**src/rtl/pipeline_pkg.sv**
```systemverilog
// pipeline_pkg: opcodes, control-field layout and MEM-stage state shared by the pipeline.
package pipeline_pkg;
  localparam int DATA_W = 16;
  localparam int REG_W = 5;
  localparam int CTRL_VALID = 4;
  localparam int CTRL_OP_MSB = 3;
  localparam logic [3:0] OP_NOP = 4'h0;
  localparam logic [3:0] OP_MOV = 4'h1;
  localparam logic [3:0] OP_ADD = 4'h2;
  localparam logic [3:0] OP_SUB = 4'h3;
  localparam logic [3:0] OP_AND = 4'h4;
  localparam logic [3:0] OP_OR = 4'h5;
  localparam logic [3:0] OP_XOR = 4'h6;
  localparam logic [3:0] OP_SLL = 4'h7;
  localparam logic [3:0] OP_SRL = 4'h8;
  localparam logic [3:0] OP_SLT = 4'h9;
  localparam logic [3:0] OP_LUI = 4'hA;
  localparam logic [3:0] OP_BEQ = 4'hB;
  localparam logic [3:0] OP_LOAD = 4'hC;
  localparam logic [3:0] OP_JMP = 4'hD;
  localparam logic [3:0] OP_STORE = 4'hE;
  localparam logic [3:0] OP_HALT = 4'hF;
  typedef enum logic {ST_IDLE, ST_BUSY} mem_state_t;
  function automatic logic is_mem_op(input logic [CTRL_VALID:0] ctrl);
    return ctrl[CTRL_VALID] && (ctrl[CTRL_OP_MSB:0] == OP_LOAD || ctrl[CTRL_OP_MSB:0] == OP_STORE);
  endfunction
endpackage

```
**src/rtl/mem_watchdog.sv**
```systemverilog
// mem_watchdog: counts BUSY cycles without ack and flags the cycle that must force completion.
module mem_watchdog #(
  parameter int unsigned CYCLES = 16
) (
  input  logic clk,
  input  logic rst_n,
  input  logic busy,
  input  logic ack,
  output logic expire
);
  localparam int W = $clog2(CYCLES + 1);
  localparam logic [W-1:0] LAST = W'(CYCLES - 1);
  logic [W-1:0] cnt;
  // Idle clears the count, so every BUSY entry starts from zero.
  always_ff @(posedge clk or negedge rst_n)
    if (!rst_n) cnt <= '0;
    else cnt <= !busy ? '0 : (ack ? cnt : cnt + 1'b1);
  assign expire = busy && cnt == LAST;
endmodule

```
**src/rtl/memory_stage.sv**
```systemverilog
// memory_stage: pipeline MEM stage; ALU ops retire in one cycle, LOAD/STORE via req/ack port.
// Optional access timeout enabled by defining MEM_TIMEOUT_EN.
module memory_stage
  import pipeline_pkg::*;
#(
  parameter int unsigned MEM_TIMEOUT_CYCLES = 16
) (
  input  logic              clk,
  input  logic              rst_n,
  input  logic [4:0]        control_in,
  input  logic [DATA_W-1:0] result_in,
  input  logic [DATA_W-1:0] store_data_in,
  input  logic [REG_W-1:0]  dest_index_in,
  input  logic              write_en_in,
  output logic              stall,
  output logic              mem_req,
  output logic              mem_we,
  output logic [DATA_W-1:0] mem_addr,
  output logic [DATA_W-1:0] mem_wdata,
  input  logic [DATA_W-1:0] mem_rdata,
  input  logic              mem_ack,
  output logic              wb_valid,
  output logic              wb_write_en,
  output logic [REG_W-1:0]  wb_dest,
  output logic [DATA_W-1:0] wb_data,
  output logic              mem_err
);
  mem_state_t state, state_next;
  logic [REG_W-1:0] dest_q;
  logic is_mem, is_store, accept_mem, finish, expire, timed_out;
  assign is_mem = is_mem_op(control_in);
  assign is_store = control_in[CTRL_OP_MSB:0] == OP_STORE;
`ifdef MEM_TIMEOUT_EN
  mem_watchdog #(.CYCLES(MEM_TIMEOUT_CYCLES)) u_watchdog (
    .clk(clk),
    .rst_n(rst_n),
    .busy(state == ST_BUSY),
    .ack(mem_ack),
    .expire(expire)
  );
`else
  logic [31:0] unused_timeout_cycles;
  assign unused_timeout_cycles = 32'(MEM_TIMEOUT_CYCLES);
  assign expire = 1'b0;
`endif
  // An ack in the expiry cycle wins, so the access completes normally.
  assign timed_out = expire && !mem_ack;
  always_ff @(posedge clk or negedge rst_n)
    if (!rst_n) state <= ST_IDLE;
    else state <= state_next;
  always_comb begin
    state_next = state;
    stall = 1'b0;
    accept_mem = 1'b0;
    finish = 1'b0;
    if (state == ST_IDLE) begin
      stall = is_mem;
      accept_mem = is_mem;
      state_next = is_mem ? ST_BUSY : ST_IDLE;
    end else begin
      finish = mem_ack || expire;
      stall = !finish;
      state_next = finish ? ST_IDLE : ST_BUSY;
    end
  end
  always_ff @(posedge clk or negedge rst_n)
    if (!rst_n) begin
      mem_req <= 1'b0;
      mem_we <= 1'b0;
      mem_addr <= '0;
      mem_wdata <= '0;
      dest_q <= '0;
      wb_valid <= 1'b0;
      wb_write_en <= 1'b0;
      wb_dest <= '0;
      wb_data <= '0;
      mem_err <= 1'b0;
    end else begin
      wb_valid <= 1'b0;
      if (accept_mem) begin
        mem_req <= 1'b1;
        mem_we <= is_store;
        mem_addr <= result_in;
        mem_wdata <= store_data_in;
        dest_q <= dest_index_in;
      end else if (finish) begin
        mem_req <= 1'b0;
        wb_valid <= 1'b1;
        wb_dest <= dest_q;
        wb_write_en <= !mem_we && !timed_out;
        wb_data <= (mem_we || timed_out) ? mem_addr : mem_rdata;
        mem_err <= mem_err || timed_out;
      end else if (state == ST_IDLE && control_in[CTRL_VALID]) begin
        wb_valid <= 1'b1;
        wb_dest <= dest_index_in;
        wb_write_en <= write_en_in;
        wb_data <= result_in;
      end
    end
endmodule

```
**config.mk**
```make
export PLATFORM = sky130hd
export DESIGN_NAME = memory_stage
export DESIGN_NICKNAME = d
export VERILOG_FILES = /design/src/rtl/pipeline_pkg.sv /design/src/rtl/mem_watchdog.sv /design/src/rtl/memory_stage.sv
export SDC_FILE = /design/constraint.sdc
export NUM_CORES = 1
export LEC_CHECK = 0
export BUFFER_PORTS_ARGS = -buffer_cell sky130_fd_sc_hd__buf_2
export CELL_PAD_IN_SITES_DETAIL_PLACEMENT = 0
export CELL_PAD_IN_SITES_GLOBAL_PLACEMENT = 2
export CORE_MARGIN = 3
export CORE_UTILIZATION = 26
export DETAILED_ROUTE_END_ITERATION = 7
export PLACE_DENSITY_LB_ADDON = 0.1
export SYNTH_ARGS = -nofsm -noshare
export SYNTH_HDL_FRONTEND = slang
export SYNTH_HIERARCHICAL = 1
export SYNTH_SLANG_ARGS = --single-unit
export TNS_END_PERCENT = 20
```
**constraint.sdc**
```tcl
create_clock -name clk -period 4.5 [get_ports clk]
set_clock_uncertainty 0.1 [all_clocks]
set_input_delay 0 -clock clk [delete_from_list [all_inputs] [get_ports clk]]
set_output_delay 0 -clock clk [all_outputs]
set_load 0.02 [all_outputs]
```
==> results_dict.tcl, run 1 <==
set metrics [dict create \
    clk_pin_slew_worst_paths_ps 70 \
    setup_violations 0 \
    worst_pin_slew_ps 1090 \
    insertion_delay_ps 330 \
    yosysWarnings 6 \
    p_leak_nw 2.04 \
    synth_top_cell_by_area "dfrtp_1" \
    maxCapViolCount 0 \
    fin_crit_sh_pct 54.7 \
    grt-ovfl-total 0 \
    synth_nets 263 \
    synth_most_common_cell "dfrtp_1" \
    synth-seq-area-share_pct 57.0 \
    worst_slew_margin_rel_pct 27.6 \
    syn-cell-area_um2 2770 \
    tns_ps 0 \
    syn_avg_cell_area_um2 13.8 \
    fill_cells 1009 \
    drv_slew 0 \
    grt_antenna_before_repair 0 \
    vias_per_cell 4.40 \
    whs_ps 107 \
    status "finished clean" \
    ios 121 \
    htreeDepth 3 \
    yosys.area.top_type_share_pct 57.0 \
    required_ps 4620 \
    power.density_nw_per_um2 433 \
    syn-instance-count 201 \
    die_h_um 109 \
    numCtsBuffers 9 \
    drc_errors 0 \
    sequentialPowerShare_pct 42.9 \
    clock_sinks 63 \
    num_rows 37 \
    total_power_mw 1.82 \
    first_pass_iters 4 \
    synth_edf_count 0 \
    synth_area_leaders "dfrtp_1 (57%), mux2_2 (12%), a221o_1 (5.8%), mux2i_1 (5.8%), mux2_4 (4.9%)" \
    drt.antenna.violating_nets 0 \
    wl_per_cell_um 15.2 \
    startpoint_type "register" \
    grt_use_total_pct 13.6 \
    synth-seq-cells 63 \
    antenna_cells 0 \
    cp_max_fo 19 \
    place_area_um2 3430 \
    io_buffers 119 \
    hpwl_um 5060 \
    drive_above_1_share_pct 46.5 \
    root_buffer "clkbuf_8" \
    p_sw_mw 0.593 \
    synth_common_cells "dfrtp_1 (63), mux2_2 (29), nor2_1 (21)" \
    finalCriticalPeriod_ps 2460 \
    drt_iter0_drc 59 \
    grt_pass1_vias 2319 \
    gp_congestion 0.706 \
    internal_power_mw 1.23 \
    hold_viol 0 \
    core_area_um2 10300 \
    rsz0062_at_grt "false" \
    synth.distinct_cells 27 \
    final_nets 438 \
    clkPwrFrac_pct 26.7 \
    crit_arrival_ps 2580 \
    switching_share_pct 32.6 \
    stdcell_area_um2 4200 \
    p_comb_share_pct 30.5 \
    die_w_um 109 \
    clockBufferDepth 2 \
    routed_wl_um 7880 \
    postCtsResizedCells 0 \
    vias 2274 \
    critPathKind "reg -> reg" \
    endpoint_kind "register" \
    ir_worst_vdd_mv 0.194 \
    hp-class "in -> reg" \
    grt_start_max_net_pins 64 \
    start_util_pct 26.8 \
    rrSetupSlack_ps 2040 \
    area_growth_pct 51.7 \
    synthArstFlopShare_pct 100 \
    die_area_um2 11900 \
    grt_first_pass_wirelength_um 12400 \
    fmax_mhz 407 \
    cts_tree "yes" \
    synth_flop_cell "dfrtp_1" \
]
==> placed cells by master, fill, tap and decap left out, drive strengths merged <==
cell type,instances
nand2,1
nand3b,1
nand2b,1
nor2b,1
dfrtp,63
clkinv,3
inv,2
o22ai,1
and3b,1
clkbuf,12
bufinv,1
a21o,1
a22oi,1
dlygate4sd3,58
mux2,38
a31oi,6
a21oi,6
a221o,16
buf,121
nor2,23
and2,1
conb,1
o21ai,6
mux2i,16
==> cells by family (layout without fill, tap and decap cells) <==
group / after synthesis / count (layout) / synth area share, %
and+or+nand+nor: 29 / 29 / 5.52
muxes: 54 / 54 / 22.5
other: 1 / 1 / 0.136
AOI/OAI and AO/OA: 37 / 37 / 10.2
buffers and inverters: 17 / 197 / 4.66
DFF: 63 / 63 / 57.0
==> what timing repair did <==
item,in CTS,in global routing
hold buffers,58,0
hold endpoints to repair,124,0
endpoints found under the setup margin,0,0
setup buffers,0,0
==> power by group through the flow <==
| stage | sequential [mW] | clock, mW | combinational (mW) |
|---|---|---|---|
| after floorplan | 0.899 | 0 | 0.202 |
| after global placement | 0.793 | 0 | 0.509 |
| after detailed placement | 0.789 | 0 | 0.511 |
| after CTS | 0.782 | 0.516 | 0.561 |
| after global routing | 0.798 | 0.543 | 0.598 |
| final | 0.780 | 0.485 | 0.554 |
==> layout make-up <==
| type | count | area [um2] | share of cell area (%) |
|---|---|---|---|
| sequential | 63 | 1580 | 37.6 |
| timing repair buffer | 179 | 1190 | 28.4 |
| multi-input combinational | 121 | 1060 | 25.3 |
| tap | 136 | 170 | 4.05 |
| clock buffer | 12 | 145 | 3.46 |
| clock inverter | 4 | 45.0 | 1.07 |
| inverter | 2 | 7.51 | 0.179 |
==> final timing paths <==
kind / startpoint / to / cells past startpoint
min in group asynchronous: rst_n / wb_data[2] / 3
min: control_in[2] / wb_dest[0] / 4
max in group asynchronous: rst_n / mem_wdata[3] / 3
max reg2reg: mem_we / wb_data[3] / 4
min reg2reg: mem_req / mem_req / 1
max: mem_we / wb_data[3] / 4
==> flip-flops by register name, summed over array words and instances (netlist names) <==
register,cells
dest_q,5
mem_addr,16
mem_req,1
mem_wdata,16
mem_we,1
state,1
wb_data,16
wb_dest,5
wb_valid,1
wb_write_en,1
==> stage by stage <==
step           utilization [%]  instances  setup slack, ps
6_report                  40.6        517             2040
3_3_place_gp              33.2        443             2080
2_1_floorplan                -        201             2810
3_5_place_dp              33.2        443             2020
4_1_cts                   40.6        517             2000
5_1_grt                   40.6        517             1850
==> per-layer routing <==
metal | vias to the layer above | share of wire, % | GRT usage (%) | routed length (um)
li1 | 1078 | - | - | -
met1 | 1120 | 44 | 17.5 | 3470
met2 | 70 | 48 | 21.8 | 3800
met3 | 6 | 6.9 | 5.09 | 543
met4 | 0 | 0.81 | 3.25 | 64
met5 | - | 0 | 0 | 0
==> critical path: stages (launching register included) <==
cell,delay (ps)
dfrtp_1,1060
mux2i_1,300
nor2_1,60
a221o_1,280
dlygate4sd3_1,550
No activity file was read; power rests on OpenSTA's default activity.
==> run 2: changes to the inputs <==
--- a/config.mk
+++ b/config.mk
@@ -5,11 +5,12 @@
 export SDC_FILE = /design/constraint.sdc
 export NUM_CORES = 1
 export LEC_CHECK = 0
+export ABC_AREA = 1
 export BUFFER_PORTS_ARGS = -buffer_cell sky130_fd_sc_hd__buf_2
 export CELL_PAD_IN_SITES_DETAIL_PLACEMENT = 0
 export CELL_PAD_IN_SITES_GLOBAL_PLACEMENT = 2
 export CORE_MARGIN = 3
-export CORE_UTILIZATION = 26
+export CORE_UTILIZATION = 23
 export DETAILED_ROUTE_END_ITERATION = 7
 export PLACE_DENSITY_LB_ADDON = 0.1
 export SYNTH_ARGS = -nofsm -noshare
==> constraint.sdc (replaced) <==
create_clock -name clk -period 2.11 [get_ports clk]
set_clock_uncertainty 0.1 [all_clocks]
set_input_delay 0 -clock clk [delete_from_list [all_inputs] [get_ports clk]]
set_output_delay 0 -clock clk [all_outputs]
set_load 0.02 [all_outputs]
==> run 2 against run 1 <==
Sequential share of layout area fell by 3.1 points. Combinational power rose by 100%. Worst setup slack got worse by 1800 ps. Highest routed layer is now met5. Power rose by 150%. Hold slack improved by 8.5 ps.
==> results_dict.tcl, run 2 <==
set metrics [dict create \
    synth_top_cell_by_area "dfrtp_1" \
    grt_pass1_vias 3005 \
    critPathKind "reg -> out" \
    synth_common_cells "nand2_1 (252), dfrtp_1 (63), nand3_1 (23)" \
    grt-ovfl-total 0 \
    htreeDepth 3 \
    finalCriticalPeriod_ps 1880 \
    postCtsResizedCells 0 \
    syn-instance-count 388 \
    mostFrequentLayoutCell "nand2_1" \
    grt_start_max_net_pins 64 \
    io_buffers 119 \
    grt_use_total_pct 14.7 \
    ir_worst_vdd_mv 0.338 \
    synth_most_common_cell "nand2_1" \
    fin_crit_sh_pct 89.0 \
    drv_slew 0 \
    yosys.area.top_type_share_pct 54.6 \
    drive_above_1_share_pct 26.6 \
    yosysWarnings 6 \
    numCtsBuffers 9 \
    endpoint_kind "primary output" \
    die_h_um 118 \
    hpwl_um 6250 \
    reg_top3 "mem_addr: 16 flops, mem_wdata: 16 flops, wb_data: 16 flops" \
    gp_congestion 0.682 \
    required_ps 2010 \
    drt_iter0_drc 148 \
    core_area_um2 12200 \
    worst_pin_slew_ps 687 \
    clock_sinks 63 \
    area_growth_pct 58.7 \
    antenna_cells 0 \
    grt_antenna_before_repair 1 \
    maxCapViolCount 0 \
    power.density_nw_per_um2 975 \
    routed_wl_um 9730 \
    fmax_mhz 532 \
    post-cts-setup-buffers 0 \
    setup_violations 0 \
    syn-cell-area_um2 2890 \
    die_w_um 118 \
    cp_max_fo 34 \
    clk_pin_slew_worst_paths_ps 50 \
    status "finished clean" \
    drt.antenna.violating_nets 0 \
    startpoint_type "register" \
    final_cell_mix "nand2_1 (252), buf_2 (119), dfrtp_1 (63)" \
    vias_per_cell 4.00 \
    syn_avg_cell_area_um2 7.44 \
    start_util_pct 23.7 \
    synth_edf_count 0 \
    crit_arrival_ps 1780 \
    synth_flop_cell "dfrtp_1" \
    hold_viol 0 \
    total_power_mw 4.46 \
    die_area_um2 13900 \
    cts_tree "yes" \
    root_buffer "clkbuf_16" \
    vias 2944 \
    rsz0062_at_grt "false" \
    ios 121 \
    clockBufferDepth 2 \
    num_rows 40 \
    final_core_util_pct 37.6 \
    insertion_delay_ps 330 \
    synth_area_leaders "dfrtp_1 (55%), nand2_1 (33%), nand3_1 (4.0%), buf_2 (2.3%), o21ai_0 (1.7%)" \
    worst_slew_margin_rel_pct 54.2 \
    synth-seq-cells 63 \
    p_leak_nw 2.59 \
    hp-class "in -> async" \
    drc_errors 0 \
    synth.distinct_cells 15 \
    final_nets 625 \
    wl_per_cell_um 13.2 \
    tns_ps 0 \
    synthArstFlopShare_pct 100 \
    grt_first_pass_wirelength_um 16000 \
    first_pass_iters 4 \
    synth_nets 450 \
    synth-seq-area-share_pct 54.6 \
]
==> run 2: power by group <==
part | internal, mW | leakage (nW) | total (mW) | switching (mW)
logic | 0.420 | 1.64 | 1.12 | 0.704
clock network | 1.18 | 0.168 | 1.74 | 0.556
registers | 1.45 | 0.785 | 1.60 | 0.155
==> run 2: worst max-delay path, cell delays in order (launching register included) <==
cell	delay [ps]
dfrtp_1	390
nor2_2	70
inv_2	60
nor2_4	40
inv_2	510
o21ai_1	180
buf_2	210
==> run 2: metrics by stage <==
step / hold WS (ps) / setup WS, ps / cells / cell area [um2]
3_5_place_dp: -56.0 / 542 / 663 / 3660
2_1_floorplan: -396 / 651 / 388 / 2890
6_report: 116 / 231 / 736 / 4580
4_1_cts: 131 / 171 / 736 / 4580
3_3_place_gp: -41.0 / 538 / 663 / 3660
5_1_grt: 189 / 40.8 / 736 / 4580
==> run 2: worst paths after layout <==
check	startpoint	to	slack [ps]	cells past startpoint
worst max-delay path	state	stall	230	6
worst min-delay path	rst_n	wb_data[5]	120	3
worst max register to register	state	wb_data[9]	580	6
worst min register to register	mem_wdata[11]	mem_wdata[11]	370	2
max in group asynchronous	rst_n	state	1490	3
min in group clk	control_in[4]	wb_dest[1]	150	6
==> run 2: kinds of logic (layout without fill, tap and decap cells) <==
family          count (synthesis)  in the layout  synth area share (%)
simple gates                  278            278                  37.6
flops                          63             63                  54.6
buf+inv                        33            213                  5.38
compound gates                 13             13                  2.25
other cells                     1              1                 0.130
==> run 2: repair_timing <==
item	in CTS	in global routing
setup endpoints to repair	0	0
endpoints found under the hold margin	124	0
hold buffers	57	0
==> run 2: layer usage <==
metal  part of all wire (%)  track usage (%)  vias to the layer above  routed length, um
met2                     46             23.6                       75               4430
met4                    1.4             4.84                        2                136
met1                     47             18.7                     1326               4580
met5                   0.13                0                        -                 13
li1                       -                -                     1529                  -
met3                    5.8             4.61                       12                565
==> run 2: layout make-up <==
cell class | count | area, um2
repair buffers | 185 | 1250
well taps | 168 | 210
clock inverters | 6 | 108
multi-input cells | 292 | 1150
fillers | 1334 | 7580
inverters | 12 | 45.0
flip-flops and latches | 63 | 1580
clock buffers | 10 | 239
